--- src/rtl/event_encoder_8to3.sv ---
// -----------------------------------------------------------------------------
// event_encoder_8to3
//
// Captures events on eight request lines and issues them one at a time as 3-bit
// binary codes over a valid/ready handshake. Captured events wait in a pending
// bit-vector. A two-state FSM loads one of them into code_out. The FSM can load
// a new code in the same cycle that the consumer takes the current one, so one
// code can be issued per clock.
//
// Parameters
//   EDGE_MODE  1: rising edges of Xin are events; 0: a high level is a request
//
// Build option
//   ENC_RR_EN  defined: round-robin select, starting one past the last issued
//              line. Undefined: fixed priority, lowest index wins.
//
// Ports
//   clk       in   clock, rising edge
//   rst_n     in   asynchronous active-low reset
//   Xin       in   [7:0] event/request lines, synchronous to clk
//   code_out  out  [2:0] index of the granted line, meaningful while valid=1
//   valid     out  code_out holds an un-consumed code
//   ready     in   consumer accepts code_out (fire = valid & ready)
//   pending   out  [7:0] captured events not yet issued
//   overflow  out  sticky: an edge arrived on a line that was already pending
//   clr_ovf   in   synchronous clear of overflow (a coincident set wins)
// -----------------------------------------------------------------------------
module event_encoder_8to3 #(
    parameter int unsigned EDGE_MODE = 1
) (
    input  logic       clk,
    input  logic       rst_n,
    input  logic [7:0] Xin,
    output logic [2:0] code_out,
    output logic       valid,
    input  logic       ready,
    output logic [7:0] pending,
    output logic       overflow,
    input  logic       clr_ovf
);

    typedef enum logic [0:0] {StIdle, StHold} state_e;

    state_e     state_q, state_d;
    logic [7:0] xin_d_q;
    logic [7:0] pending_q, pending_d;
    logic [2:0] code_q, code_d;
    logic [2:0] last_idx_q, last_idx_d;
    logic       ovf_q, ovf_d;

    logic [7:0] ev;
    logic [2:0] sel_idx;
    logic       load;
    logic [7:0] load_mask;
    logic       ovf_set;

    assign ev = (EDGE_MODE != 0) ? (Xin & ~xin_d_q) : Xin;

    // The select reads only the registered pending vector. An event arriving
    // in this cycle cannot be granted in this same cycle.
`ifdef ENC_RR_EN
    logic [2:0] cand;

    always_comb begin
        sel_idx = 3'd0;
        cand    = 3'd0;
        // Walk from the farthest candidate (last_idx itself) to the nearest
        // (last_idx+1). The nearest pending line is assigned last, so it wins.
        for (int k = 8; k >= 1; k--) begin
            cand = last_idx_q + 3'(k);
            if (pending_q[cand]) begin
                sel_idx = cand;
            end
        end
    end
`else
    always_comb begin
        sel_idx = 3'd0;
        for (int k = 7; k >= 0; k--) begin
            if (pending_q[k]) begin
                sel_idx = 3'(k);
            end
        end
    end
`endif

    // FSM next state, code load and last-grant tracking
    always_comb begin
        state_d    = state_q;
        code_d     = code_q;
        last_idx_d = last_idx_q;
        load       = 1'b0;

        unique case (state_q)
            StIdle: begin
                if (|pending_q) begin
                    load    = 1'b1;
                    state_d = StHold;
                end
            end
            StHold: begin
                if (ready) begin
                    if (|pending_q) begin
                        // Back-to-back: the next code replaces the fired one.
                        load = 1'b1;
                    end else begin
                        state_d = StIdle;
                    end
                end
            end
            default: begin
                state_d = StIdle;
            end
        endcase

        if (load) begin
            code_d     = sel_idx;
            last_idx_d = sel_idx;
        end
    end

    assign load_mask = load ? (8'd1 << sel_idx) : 8'd0;

    // A new event on the line being loaded keeps that bit set. The event is a
    // separate request from the one being issued.
    assign pending_d = (pending_q & ~load_mask) | ev;

    // In level mode a held request re-asserts every cycle by design, so level
    // mode never reports overflow.
    assign ovf_set = |(ev & pending_q & ~load_mask);
    assign ovf_d   = (EDGE_MODE != 0) && (ovf_set || (ovf_q && !clr_ovf));

    always_ff @(posedge clk or negedge rst_n) begin
        if (!rst_n) begin
            state_q    <= StIdle;
            xin_d_q    <= 8'd0;
            pending_q  <= 8'd0;
            code_q     <= 3'd0;
            last_idx_q <= 3'd7;
            ovf_q      <= 1'b0;
        end else begin
            state_q    <= state_d;
            xin_d_q    <= Xin;
            pending_q  <= pending_d;
            code_q     <= code_d;
            last_idx_q <= last_idx_d;
            ovf_q      <= ovf_d;
        end
    end

    assign code_out = code_q;
    assign valid    = (state_q == StHold);
    assign pending  = pending_q;
    assign overflow = ovf_q;

endmodule

--- config.mk ---
export PLATFORM = sky130hd
export DESIGN_NAME = event_encoder_8to3
export DESIGN_NICKNAME = d
export VERILOG_FILES = /design/src/rtl/event_encoder_8to3.sv
export SDC_FILE = /design/constraint.sdc
export NUM_CORES = 1
export LEC_CHECK = 0
export BUFFER_PORTS_ARGS = -buffer_cell sky130_fd_sc_hd__buf_2
export CORE_MARGIN = 2
export CORE_UTILIZATION = 49
export CTS_CLUSTER_DIAMETER = 80
export DETAILED_ROUTE_END_ITERATION = 6
export PLACE_DENSITY = 0.76
export SLEW_MARGIN = 40
export SYNTH_ARGS = -nofsm -noshare
export SYNTH_HDL_FRONTEND = slang
export SYNTH_SLANG_ARGS = --single-unit
--- constraint.sdc ---
create_clock -name clk -period 2.3 [get_ports clk]
set_clock_uncertainty 0.1 [all_clocks]
set_input_delay 0.46 -clock clk [delete_from_list [all_inputs] [get_ports clk]]
set_output_delay 0.46 -clock clk [all_outputs]
set_load 0.05 [all_outputs]
==> reports/qor.csv, run 1 <==
metric,value,unit
critPathLaunchType,flip-flop,
fp-row-count,15,
netlist.area_leader.share,58.41,%
maxCapViolCount,0,
hold_class,input pin to flip-flop,
worstSetupPathType,flip-flop to flip-flop,
slew_viol_final,0,
avgRoutedWirePerCell,12.52,µm
grt-ovfl-total,0,
final.setup.tns,0,ns
hold_slack,0.1686,ns
synthTopCellsByCount,"21 x dfrtp_1, 11 x inv_1, 10 x nand2_1, 7 x o21ai_0",
synth_flop_cell,dfrtp_1,
path_clk_slew,0.11,ns
clk_latency,0.30,ns
end_kind,flip-flop,
nets,128,
intPower,0.5038,mW
fp.coreArea,1727,µm²
routed_wl,1753,µm
yosysTopAreaCell,dfrtp_1,
via_per_inst,5.214,
num_vias,730,
min_period,1.810,ns
worstPathMaxFanout,8,
hpwl,1347,µm
num_antenna_cells,0,
power_frac_seq,56.6,%
grt_pass1_vias,650,
drive_gt1_share,26.96,%
grt_pass1_wl,2856,µm
cts_tree,done,
cts.sink_count,21,
hold_viol,0,
worstMarginPinSlew,0.4427,ns
synth_edf_count,0,
p_per_area,691.2,nW/µm²
gp_congestion,0.7906,
setup_viol,0,
synthesis.nets,99,
fmax,0.5526,GHz
grt_max_degree,22,
io_buffers,24,
p_clk_share,22.5,%
power_leakage,0.5125,nW
synth_most_common_cell,dfrtp_1,
postCtsSetupRepairBufs,0,
yosys_warnings,0,
drt_pass1_iterations,4,
synth_area_leaders,"dfrtp_1 58%, inv_1 4.6%, nand2_1 4.2%",
die_x,46.85,µm
h-tree-depth,1,
ys_types,25,
area_delta_synth_final,20.45,%
syn-cell-area,899.6,µm²
cp_data_arrival_time,1.90,ns
cts-buffers-inserted,3,
fin_util,62.75,%
antenna_found_initial,0,
initialDrtViolationCount,12,
combPwrFrac,20.8,%
swShare,32.73,%
relSlewSlack,70.49,%
peakVddDrop,0.0003152,V
boundaryPins,25,
cts_root_buf,clkbuf_4,
ys_ff_latch,21,
yosysSeqAreaShare,58.41,%
cts_max_path_buffers,2,
layout_worst_path_cycle_share,78.68,%
rsz0062_at_grt,no,
die_area,2194,µm²
crit_required,2.39,ns
synth_cells,87,
p_sw,0.2451,mW
track_usage,19.20,%
async_reset_ff_share,100.0,%
start_util,52.10,%
route.detailed.drc,0,
die_h,46.85,µm
syn_avg_cell_area,10.34,µm²
ant_nets,0,
status,"complete, no violations",
-- per-stage QoR --
step / cells / setup WS (ns) / total power, mW / instance area, µm²
floorplan: 87 / 0.3968 / 0.5350 / 899.6
global placement: 135 / 0.4892 / 0.5837 / 1046
detailed placement: 135 / 0.4293 / 0.5875 / 1046
CTS: 140 / 0.4853 / 0.7575 / 1084
global route: 140 / 0.3678 / 0.7924 / 1084
finish: 140 / 0.4903 / 0.7489 / 1084
-- flip-flops by register name (all words and copies together) (netlist names) --
name	flops
valid	1
xin_d_q	8
pending	8
overflow	1
code_out	3
-- cells in the final DEF (no fill, tap or decap), types with 3 or more instances in the layout --
master	netlist	final
dfrtp_1	21	21
o21ai_0	7	7
nand2b_1	4	4
buf_2	1	24
a21oi_1	5	5
inv_1	11	11
nand4b_1	3	3
clkbuf_4	0	3
nor2_1	5	5
nand2_1	10	10
-- power groups by stage --
| stage | logic [mW] | clock network, mW | registers, mW |
|---|---|---|---|
| 5_1_grt | 0.169 | 0.194 | 0.429 |
| 2_1_floorplan | 0.0452 | 0 | 0.490 |
| 3_3_place_gp | 0.154 | 0 | 0.430 |
| 3_5_place_dp | 0.156 | 0 | 0.431 |
| 6_report | 0.156 | 0.169 | 0.424 |
| 4_1_cts | 0.158 | 0.176 | 0.424 |
-- cell families after synthesis --
| family | after synthesis | share of synthesized area [%] |
|---|---|---|
| flops | 21 | 58.41 |
| simple gates | 31 | 20.44 |
| compound gates | 23 | 15.99 |
| buf+inv | 12 | 5.146 |
-- worst paths after layout --
check / from / end / slack [ns] / cells past startpoint
max reg2reg: pending[1] / overflow / 0.49 / 5
min: Xin[7] / xin_d_q[7] / 0.17 / 1
max in group asynchronous: rst_n / xin_d_q[3] / 1.27 / 2
min in group asynchronous: rst_n / code_out[0] / 0.52 / 2
max: pending[1] / overflow / 0.49 / 5
min reg2reg: xin_d_q[6] / pending[6] / 0.34 / 1
-- final cells by class --
class	instances	area, µm²
clock buffer	3	22.52
sequential	21	525.5
clock inverter	1	5.005
tap	25	31.28
timing repair buffer	25	130.1
inverter	11	41.29
multi-input combinational	54	327.8
fill	160	643.1
-- repair_timing --
item | 4_1_cts | 5_1_grt
gates resized for setup | 0 | 0
endpoints found under the setup margin | 0 | 0
hold endpoints to repair | 12 | 0
hold buffers | 1 | 0
-- critical path, stage by stage, from the launching register on --
cell,delay [ns]
dfrtp_1,0.50
nor4_4,0.35
nand3_2,0.16
o21ai_2,0.17
nor2_1,0.05
or3_1,0.37
-- routing by layer --
layer	vias to the layer above	GRT usage (%)	wire length (µm)
met3	5	3.846	56
met2	20	27.40	811
li1	361	-	-
met5	-	0	0
met4	0	11.11	38
met1	344	27.16	846
Power figures use the tool's default switching activity.
==> inputs of run 2 (changes only) <==
clock period = 1.9 ns   (was 2.3 ns; I/O delays follow)
==> run 2 against run 1 <==
Effect of this change: via count grew 2.9%; wire length grew 3.5%; clock power rose by 25%; setup slack worse by 0.37 ns; die area stayed put; clock-buffer cell count up 1; sequential share of layout area shrank 0.16 points; critical path type unchanged; critical endpoint unchanged; largest power group unchanged.
==> reports/qor.csv, run 2 (synthesis results as in run 1) <==
metric,value,unit,change
nets,129,,+0.78%
h-tree-depth,1,,unchanged
wl_met2,856,µm,+5.5%
cts_tree,done,,
layout_commonest_cell,buf_2,,
final.setup.tns,0,ns,unchanged
cts-buffers-inserted,3,,unchanged
gp_congestion,0.7889,,-0.22%
highest_layer,met4,,
track_usage,19.22,%,+0.022 points
peakVddDrop,0.0006187,V,+96%
fp.coreArea,1727,µm²,unchanged
worst_slack,0.1190,ns,-0.3713 ns
drt_pass1_iterations,4,,unchanged
wl_met1,836,µm,-1.2%
hold_class,input pin to flip-flop,,
cts_root_buf,clkbuf_4,,
worstSetupPathType,flip-flop to flip-flop,,
crit_required,1.99,ns,-0.40 ns
layout_worst_path_cycle_share,93.74,%,+15 points
fp-row-count,15,,unchanged
hpwl,1387,µm,+3.0%
hold_slack,0.09238,ns,-0.07624 ns
critPathLaunchType,flip-flop,,
ant_nets,0,,unchanged
final_cell_mix,"24 x buf_2, 19 x dfrtp_1, 11 x inv_1, 10 x nand2_1, 7 x o21ai_0",,
power_leakage,0.5125,nW,about the same
die_area,2194,µm²,unchanged
clk_latency,0.30,ns,about the same
num_antenna_cells,0,,unchanged
die_h,46.85,µm,unchanged
fmax,0.5615,GHz,+1.6%
total_power,0.9147,mW,+22%
grt_pass1_vias,688,,+5.8%
die_x,46.85,µm,unchanged
via_per_inst,5.326,,+2.1%
fin_util,63.26,%,+0.51 points
status,"complete, no violations",,
cp_data_arrival_time,1.87,ns,-0.03 ns
p_per_area,837.4,nW/µm²,+21%
grt_max_degree,22,,unchanged
avgRoutedWirePerCell,12.87,µm,+2.7%
initialDrtViolationCount,9,,-3
min_period,1.781,ns,-0.02875 ns
maxCapViolCount,0,,unchanged
rsz0062_at_grt,no,,
slew_viol_final,0,,unchanged
end_kind,flip-flop,,
antenna_found_initial,0,,unchanged
grt_pass1_wl,2939,µm,+2.9%
routed_wl,1814,µm,+3.5%
relSlewSlack,69.93,%,-0.56 points
drive_gt1_share,28.45,%,+1.5 points
grt-ovfl-total,0,,unchanged
wl_met3,78,µm,+39%
path_clk_slew,0.11,ns,about the same
setup_viol,0,,unchanged
start_util,52.10,%,unchanged
io_buffers,24,,unchanged
cts.sink_count,21,,unchanged
worstMarginPinSlew,0.4511,ns,+0.008405 ns
boundaryPins,25,,unchanged
num_vias,751,,+2.9%
worstPathMaxFanout,8,,unchanged
post-place-ws,0.1007,ns,-0.3286 ns
cts_max_path_buffers,2,,unchanged
area_delta_synth_final,21.42,%,
hold_viol,0,,unchanged
route.detailed.drc,0,,unchanged
-- run 2: cell count changes in the layout (fill, tap and decap cells not counted), sizes merged --
cell    before  now
buf         24   25
clkbuf       3    4
clkinv       1    0
-- run 2: worst max-delay path, stage by stage, from the launching register on --
cell and delay (ns):
dfrtp_2 0.49, nor4_4 0.34, nand3_2 0.16, o21ai_2 0.18
nor2_1 0.05, or3_1 0.36
-- run 2: power by group --
part | internal, mW | switching [mW]
sequential | 0.478 | 0.0353
clock | 0.0820 | 0.129
combinational | 0.0560 | 0.135
-- run 2: repair_timing --
action	in CTS	in global routing
endpoints found under the hold margin	21	0
buffers inserted	0	0
resized for setup	0	1
setup endpoints to repair	0	1
hold buffers	1	0
-- run 2: final cells by class --
cell class                 count  area, µm²
clock buffer                   4      26.28
fill                         151      634.4
inverter                      11      41.29
multi-input combinational     54      327.8
sequential                    21      528.0
tap                           25      31.28
timing repair buffer          26      137.6
-- run 2: path summary, 6_finish.rpt --
path	start	cells past startpoint	slack, ns	to
max	pending[1]	5	0.12	overflow
min	Xin[7]	1	0.09	xin_d_q[7]
max reg2reg	pending[1]	5	0.12	overflow
min reg2reg	xin_d_q[1]	1	0.35	pending[1]
max in group asynchronous	rst_n	2	0.93	pending[1]
min in group asynchronous	rst_n	2	0.44	pending[0]
-- run 2: layer usage --
metal | vias to the layer above | track usage [%]
li1 | 364 | -
met1 | 359 | 23.67
met2 | 23 | 31.23
met3 | 5 | 3.462
met4 | 0 | 11.67
met5 | - | 0
-- run 2: per-stage QoR --
stage                     instance area [µm²]  cells
final                                    1092    141
after global routing                     1092    141
after CTS                                1091    141
after detailed placement                 1055    136
after global placement                   1055    136
after floorplan                         900.9     87
==> inputs of run 3 (changes only) <==
CELL_PAD_IN_SITES_DETAIL_PLACEMENT = 0   (was not set)
CELL_PAD_IN_SITES_GLOBAL_PLACEMENT = 1   (was not set)
CORE_UTILIZATION = 37   (was 49)
PLACE_DENSITY = not set   (was 0.76)
PLACE_DENSITY_LB_ADDON = 0.1   (was not set)
==> run 3 against run 2 <==
Effect of this change: first-iteration DRC count fell by 78%; global-route usage fell by 3.2 points; sequential share of layout area fell by 0.93 points.
==> reports/qor.csv, run 3 (synthesis results as in run 1) <==
metric,value,unit,change
r2r_slack,0.13,ns,about the same
cts_resized,0,,unchanged
p_sw,0.3066,mW,+2.6%
peakVddDrop,0.0004558,V,-26%
ant_nets,0,,unchanged
power_frac_seq,54.5,%,-1.6 points
rsz0062_at_grt,no,,
num_vias,751,,unchanged
grt_max_degree,22,,unchanged
p_clk_share,23.0,%,about the same
cts_root_buf,clkbuf_4,,
clk_latency,0.30,ns,about the same
cp_data_arrival_time,1.86,ns,about the same
layout_worst_path_cycle_share,92.95,%,-0.78 points
drive_gt1_share,29.66,%,+1.2 points
via_per_inst,5.144,,-3.4%
final.setup.tns,0,ns,unchanged
end_kind,flip-flop,,
hold_path_depth,1,,unchanged
gp_congestion,0.7612,,-3.5%
hp-start,Xin[5],,
area_delta_synth_final,23.51,%,
cts_max_path_buffers,2,,unchanged
critPathLaunchType,flip-flop,,
track_usage,16.06,%,-3.2 points
grt_pass1_vias,693,,+0.73%
min_to,xin_d_q[5],,
cts.sink_count,21,,unchanged
drt_pass1_iterations,4,,unchanged
worstSetupPathType,flip-flop to flip-flop,,
combPwrFrac,22.6,%,+1.8 points
hpwl,1475,µm,+6.3%
status,"complete, no violations",,
worst_slack,0.1339,ns,+0.01487 ns
io_buffers,24,,unchanged
cts_tree,done,,
fin_util,49.28,%,-14 points
fp-row-count,17,,+2
hold_buffers,1,,unchanged
hold_viol,0,,unchanged
worstPathMaxFanout,7,,-1
swShare,33.10,%,+0.43 points
power_leakage,0.5255,nW,+2.5%
intPower,0.6196,mW,+0.61%
dpl_cell_area,1074,µm²,+1.8%
route.detailed.drc,0,,unchanged
reg2reg_from,pending[3],,
hold_class,input pin to flip-flop,,
die_x,53.31,µm,+14%
fp.coreArea,2255,µm²,+31%
fmax,0.5662,GHz,+0.84%
min_period,1.766,ns,-0.01487 ns
maxCapViolCount,0,,unchanged
layout_commonest_cell,buf_2,,
die_area,2842,µm²,+30%
initialDrtViolationCount,2,,-7
postCtsSetupRepairBufs,0,,unchanged
p_per_area,833.6,nW/µm²,-0.46%
grt-ovfl-total,0,,unchanged
h-tree-depth,1,,unchanged
boundaryPins,25,,unchanged
die_h,53.31,µm,+14%
final_cell_mix,"24 x buf_2, 20 x dfrtp_1, 11 x inv_1, 10 x nand2_1, 7 x o21ai_0",,
total_power,0.9262,mW,+1.3%
antenna_found_initial,0,,unchanged
post-place-ws,0.06629,ns,-0.03446 ns
num_antenna_cells,0,,unchanged
start_util,39.90,%,-12 points
fin_area,1111,µm²,+1.7%
avgRoutedWirePerCell,13.18,µm,+2.5%
r2r_end,overflow,,
routed_wl,1925,µm,+6.1%
grt_pass1_wl,3180,µm,+8.2%
slew_viol_final,0,,unchanged
path_clk_slew,0.12,ns,about the same
worstMarginPinSlew,0.4719,ns,+0.02082 ns
nets,131,,+1.6%
crit_required,1.99,ns,about the same
reg2regPathDepth,5,,unchanged
cts-buffers-inserted,3,,unchanged
setup_viol,0,,unchanged
relSlewSlack,68.54,%,-1.4 points
## run 3: cell count changes in the layout (fill, tap and decap cells not counted), sizes merged
cell    previous run  this run
clkinv             0         1
buf               25        27
clkbuf             4         3
## run 3: cell type report
type,count,area (µm²)
inverter,11,41.29
sequential,21,526.8
clock buffer,3,22.52
fill,245,1144
multi-input combinational,54,327.8
tap,28,35.03
clock inverter,1,5.005
timing repair buffer,28,152.6
## run 3: critical path: stages, from the launching register on
cell     delay (ns)
dfrtp_2        0.47
nor4_4         0.34
nand3_2        0.16
o21ai_2        0.18
nor2_1         0.05
or3_1          0.36
## run 3: layer usage
layer / vias up / part of all wire, % / GRT usage [%] / routed length, µm
met5: - / 0 / 0 / 0
met4: 0 / 0.83 / 8.974 / 16
met3: 2 / 4.8 / 2.542 / 93
met2: 24 / 48 / 24.49 / 919
met1: 354 / 46 / 21.42 / 895
li1: 371 / - / - / -
## run 3: metrics by stage
stage	instances	hold slack, ns
floorplan	87	-0.01559
global placement	141	0.2571
detailed placement	141	0.2686
CTS	146	0.07685
global route	146	0.07499
finish	146	0.08877
## run 3: worst max-delay path by stage
| stage | startpoint | to | slack [ns] | cells after the start |
|---|---|---|---|---|
| floorplan | pending[1] | overflow | 0.005 | 5 |
| global placement | ready | overflow | 0.08 | 6 |
| detailed placement | ready | overflow | 0.07 | 6 |
| CTS | pending[3] | overflow | 0.11 | 5 |
| global route | pending[3] | overflow | 0.02 | 5 |
| finish | pending[3] | overflow | 0.13 | 5 |
## run 3: power by group through the flow
| stage | clock [mW] | sequential (mW) | combinational (mW) |
|---|---|---|---|
| floorplan | 0 | 0.594 | 0.0547 |
| global placement | 0 | 0.514 | 0.208 |
| detailed placement | 0 | 0.515 | 0.210 |
| CTS | 0.225 | 0.506 | 0.212 |
| global route | 0.245 | 0.510 | 0.229 |
| finish | 0.213 | 0.505 | 0.209 |
